$ cat config.mk
export PLATFORM = sky130hd
export DESIGN_NAME = exp_job_scheduler
export DESIGN_NICKNAME = d
export VERILOG_FILES = /design/src/rtl/exp_job_scheduler.sv
export SDC_FILE = /design/constraint.sdc
export NUM_CORES = 1
export LEC_CHECK = 0
export CELL_PAD_IN_SITES_DETAIL_PLACEMENT = 1
export CELL_PAD_IN_SITES_GLOBAL_PLACEMENT = 1
export CORE_MARGIN = 3
export CORE_UTILIZATION = 28
export DETAILED_ROUTE_END_ITERATION = 10
export PLACE_DENSITY_LB_ADDON = 0.1
export REMOVE_ABC_BUFFERS = 1
export SYNTH_ARGS = -nofsm -noshare
export SYNTH_HDL_FRONTEND = slang
export SYNTH_SLANG_ARGS = --single-unit
$ cat constraint.sdc
create_clock -name clk -period 1.8 [get_ports clk]
set_clock_uncertainty 0.1 [all_clocks]
set_input_delay 0.36 -clock clk [delete_from_list [all_inputs] [get_ports clk]]
set_output_delay 0.36 -clock clk [all_outputs]
set_load 0.05 [all_outputs]
$ cat src/rtl/exp_job_scheduler.sv
// Round-robin scheduler sharing one a^n exponent engine between two requesters.
// Latches the winner's operands, clears and launches the engine, waits for done or timeout.
module exp_job_scheduler #(
  parameter int DW      = 8,
  parameter int RW      = 16,
  parameter int TW      = 8,
  parameter int TIMEOUT = 200
) (
  input  logic          clk,
  input  logic          rst,
  input  logic          req0,
  input  logic [DW-1:0] a0,
  input  logic [DW-1:0] n0,
  input  logic          req1,
  input  logic [DW-1:0] a1,
  input  logic [DW-1:0] n1,
  output logic          ack0,
  output logic          ack1,
  output logic          rsp_valid0,
  output logic          rsp_valid1,
  output logic [RW-1:0] rsp_result,
  output logic          rsp_err,
  output logic          busy,
  output logic          eng_clr_n,
  output logic          eng_go,
  output logic [DW-1:0] eng_a,
  output logic [DW-1:0] eng_n,
  input  logic          eng_done,
  input  logic [RW-1:0] eng_result
);

  typedef enum logic [2:0] {
    S_IDLE,
    S_CLEAR,
    S_LAUNCH,
    S_WAIT,
    S_RESPOND
  } state_t;

  localparam logic [TW-1:0] TIMER_LAST = TW'(TIMEOUT - 1);

  state_t        r_state;
  state_t        w_next;
  logic          r_owner;
  logic          r_last_owner;
  logic [TW-1:0] r_timer;
  logic [DW-1:0] r_eng_a;
  logic [DW-1:0] r_eng_n;
  logic [RW-1:0] r_rsp_result;
  logic          r_rsp_err;
  logic          w_any_req;
  logic          w_grant;
  logic          w_timeout;

  assign w_any_req = req0 | req1;
  // Under contention the requester that was not served last wins; otherwise whoever asks.
  assign w_grant   = (req0 && req1) ? ~r_last_owner : req1;
  assign w_timeout = (r_timer == TIMER_LAST);

  assign eng_a      = r_eng_a;
  assign eng_n      = r_eng_n;
  assign rsp_result = r_rsp_result;
  assign rsp_err    = r_rsp_err;

  // NOTE: every output of this block gets a default first so no path leaves it unassigned (no latches).
  always_comb begin
    w_next     = r_state;
    ack0       = 1'b0;
    ack1       = 1'b0;
    rsp_valid0 = 1'b0;
    rsp_valid1 = 1'b0;
    eng_clr_n  = 1'b1;
    eng_go     = 1'b0;
    busy       = (r_state != S_IDLE);
    case (r_state)
      S_IDLE:    if (w_any_req) w_next = S_CLEAR;
      S_CLEAR: begin
        ack0      = ~r_owner;
        ack1      = r_owner;
        eng_clr_n = 1'b0;
        w_next    = S_LAUNCH;
      end
      S_LAUNCH: begin
        eng_go = 1'b1;
        w_next = S_WAIT;
      end
      S_WAIT:    if (eng_done || w_timeout) w_next = S_RESPOND;
      S_RESPOND: begin
        rsp_valid0 = ~r_owner;
        rsp_valid1 = r_owner;
        w_next     = S_IDLE;
      end
      default:   w_next = S_IDLE;
    endcase
  end

  // NOTE: sequential state uses non-blocking assignments so every flop samples pre-edge values.
  always_ff @(posedge clk or negedge rst) begin
    if (!rst) r_state <= S_IDLE;
    else      r_state <= w_next;
  end

  always_ff @(posedge clk or negedge rst) begin
    if (!rst) begin
      r_owner      <= 1'b0;
      r_last_owner <= 1'b1;
      r_timer      <= '0;
      r_eng_a      <= '0;
      r_eng_n      <= '0;
      r_rsp_result <= '0;
      r_rsp_err    <= 1'b0;
    end else begin
      case (r_state)
        S_IDLE: begin
          if (w_any_req) begin
            r_owner <= w_grant;
            r_eng_a <= w_grant ? a1 : a0;
            r_eng_n <= w_grant ? n1 : n0;
          end
        end
        S_LAUNCH: r_timer <= '0;
        S_WAIT: begin
          // Done is only honoured here, so a sticky done from the previous job cannot leak in.
          if (eng_done) begin
            r_rsp_result <= eng_result;
            r_rsp_err    <= 1'b0;
          end else if (w_timeout) begin
            r_rsp_result <= '0;
            r_rsp_err    <= 1'b1;
          end else begin
            r_timer <= r_timer + TW'(1);
          end
        end
        S_RESPOND: r_last_owner <= r_owner;
        default: ;
      endcase
    end
  end

endmodule
==> results.md <==
* Status: finished, violations left
* Violated checks: setup timing
* Compound-cell area share of the yosys netlist at 0.175
* Nets at 367
* Placeable core region at 6980 um^2
* Final-report setup violation count at 20
* GRT Total Usage at 0.151
* Maximum clock rate at 526 MHz
* DIE AREA at 8490 um^2
* Main area contributors after synthesis: sky130_fd_sc_hd__dfrtp_1 54%, sky130_fd_sc_hd__mux2i_1 8.2%, sky130_fd_sc_hd__a22o_1 6.7%
* CP Max Fanout at 6
* Register area at 1150 um^2
* CTS Buf Count at 5
* Worst relative slew slack at 0.821
* Combinational family with the most area after synthesis: compound AO/OA/AOI/OAI gates
* Max-cap violations at 0
* Fillers at 790
* Worst hold path class: input pin to asynchronous set/reset pin
* Total wirelength of the detailed-routed design at 6600 um
* IR drop worst, VDD at 0.000771 V
* Post-synthesis simple-gate area fraction at 0.141
* Standard-cell rows at 30
* Type of element capturing the critical path: output port
* Endpoint of the most critical register-to-register path: eng_n[0]
* Kind of launch point of the worst setup path: register
* Yosys cell types at 41
* Final Max Tran Viols at 0
* Proportion of synthesized area in mux cells at 0.0873
* Cell Area, Placed at 3260 um^2
* Antenna cells at 0
* WS Path Type: register to output port
* Share of the synthesized area in the top cell type at 0.542
* Worst setup slack after layout at -0.101 ns
* Warning count from the yosys run at 0
* Vias in the first global route at 2054
* Antenna Violating Nets Remaining at 0
* First-pass GRT wire length at 10300 um
* Iteration-0 DRC Markers at 43
* Total number of clock tree sinks at 46
* Asr flop ratio synth at 1.00
* Period Utilization, post-route at 1.06
* Flop-to-flop setup slack at -0.05 ns
* Power density over cell area at 1800 nW/um^2
* Sequential cell area fraction in the yosys report at 0.555
* Leakage power at 1.65 nW
* Synthesized area at 2080 um^2
* Setup WS pre-CTS at -0.135 ns
* Post-synthesis share of cell area spent on xor and xnor gates at 0
* TritonCTS clock tree: done
* Time the worst path needs with I/O delays and setup at 1.90 ns
* Fin util at 0.515
* Total non-filler cell area in the finished layout at 3600 um^2
* Number of enable-type register cells in the synthesized netlist at 0
* Initial antenna violation count at 0
* Setup repair after global routing missed its margin: yes
* Chip height at 92.1 um
* Via count of the routed design at 1943
* Final hold violation count at 0
* Final cell count without fillers at 410
* HPWL after detailed placement at 4800 um
* Adder-Cell Fraction of Synth Area at 0.00602
* Routed len/inst at 16.1 um
* Avg Synthesized Cell Area at 11.0 um^2
* Total placed cells including tap cells at 391
* Data required time of the worst path at 1.34 ns
* Area taken by multi-input logic gates at 925 um^2
* Layout overhead on the synthesized area at 73.1%
* Fraction of layout instances using a drive strength above 1 at 0.334
* Port Buffer Count at 92
* Worst EP arrival at 1.44 ns
* Final routed DRC violation total at 0
* Initial standard-cell utilization of the core at 0.297
* Final estimated routing congestion in global placement at 0.743
* Gr ovfl total at 0
* Pre-Repair DR Iteration Count at 5
* Number of cell instances on the worst register-to-register path at 8
* Slew @ Worst Pin at 0.266 ns
* Leading cell type by number of instances after synthesis: sky130_fd_sc_hd__dfrtp_1
* Number of H-tree levels at 2
* Dominant cell type by area after synthesis: sky130_fd_sc_hd__dfrtp_1
* Launch instance of the worst register-to-register path: r_state[0]
* Width of the die at 92.1 um
* Clock tree root driver cell: sky130_fd_sc_hd__clkbuf_8
* Register clock-pin slew on the reported worst setup and hold paths at 0.10 ns
* Via density at 4.74
* Pin count of the biggest net entering global routing at 34
* Ports placed on the boundary at 93
* Clock Path Buffers at 2
* Most used flip-flop cell after synthesis: sky130_fd_sc_hd__dfrtp_1
* Count of state elements after synthesis at 46
* Ranking of synthesized cells by instance count: 45 x sky130_fd_sc_hd__dfrtp_1, 27 x sky130_fd_sc_hd__nor2_1, 19 x sky130_fd_sc_hd__a21oi_1
* Synthesized instance count at 189
* Clk Latency, worst-skew pair at 0.30 ns
## power by group
part	total [mW]	internal (mW)	leakage [nW]	switching [mW]
logic	4.09	1.63	1.04	2.46
clock network	0.683	0.291	0.0506	0.392
registers	1.70	1.45	0.560	0.252
## state kept, by name, summed over array words and instances, names as in the netlist
register      count
r_last_owner      1
eng_a             8
eng_n             8
r_state           3
r_timer           8
rsp_err           1
r_owner           1
rsp_result       16
## repair_timing
action / in CTS / in global routing
hold buffers: 1 / 0
endpoints found under the hold margin: 4 / 0
setup buffers: 3 / 3
endpoints found under the setup margin: 13 / 44
pin swaps: 1 / 6
cloned: 0 / 4
resized for setup: 13 / 12
## layout by cell type, fill, tap and decap left out, types with 5 or more instances in the layout
| master | n |
|---|---|
| sky130_fd_sc_hd__nor2_1 | 21 |
| sky130_fd_sc_hd__nand3_1 | 5 |
| sky130_fd_sc_hd__dfrtp_1 | 45 |
| sky130_fd_sc_hd__nand2_1 | 9 |
| sky130_fd_sc_hd__clkdlybuf4s50_1 | 51 |
| sky130_fd_sc_hd__nor2_4 | 7 |
| sky130_fd_sc_hd__mux2i_1 | 17 |
| sky130_fd_sc_hd__buf_4 | 55 |
| sky130_fd_sc_hd__a21oi_1 | 19 |
| sky130_fd_sc_hd__buf_12 | 11 |
| sky130_fd_sc_hd__a22o_1 | 16 |
| sky130_fd_sc_hd__clkbuf_8 | 5 |
## stage by stage
stage	power, mW	hold WS [ns]	setup TNS (ns)
finish	6.48	0.313	-0.624
global route	6.86	0.323	-2.22
CTS	6.21	0.317	-0.398
detailed placement	5.38	0.104	-0.669
global placement	5.31	0.104	-0.180
floorplan	3.92	-0.0356	-17.08
## metal layers
metal,global-route usage,up-vias,share of wire
met3,0.0345,5,0.055
met2,0.255,71,0.51
li1,-,922,-
met4,0.0408,0,0.0086
met1,0.195,945,0.43
met5,0,-,0
## worst max path at each step
| stage | cells past startpoint | end | slack [ns] | from |
|---|---|---|---|---|
| floorplan | 3 | eng_a[0] | -0.97 | req1 |
| global placement | 5 | r_timer[7] | -0.07 | eng_done |
| detailed placement | 5 | r_timer[7] | -0.14 | eng_done |
| CTS | 3 | busy | -0.09 | r_state[2] |
| global route | 3 | busy | -0.14 | r_state[0] |
| finish | 3 | busy | -0.10 | r_state[0] |
## worst max-delay path, cell delays in order (launching register included)
cell and delay, ns:
sky130_fd_sc_hd__dfrtp_1 0.39, sky130_fd_sc_hd__buf_4 0.17, sky130_fd_sc_hd__or3_4 0.42, sky130_fd_sc_hd__buf_8 0.16
## area by class of cell
cell class / count / share of cell area
inverter: 5 / 0.00522
sequential: 46 / 0.320
clock inverter: 3 / 0.00800
tap: 96 / 0.0334
timing repair buffer: 126 / 0.357
clock buffer: 5 / 0.0191
multi-input combinational: 129 / 0.257
## kinds of logic (layout without fill, tap and decap cells)
family | count (synthesis) | count (layout)
simple gates | 59 | 59
compound gates | 51 | 51
flops | 46 | 46
mux | 18 | 18
buf+inv | 14 | 139
fa+ha+maj | 1 | 1
(Power assumes the default switching activity.)
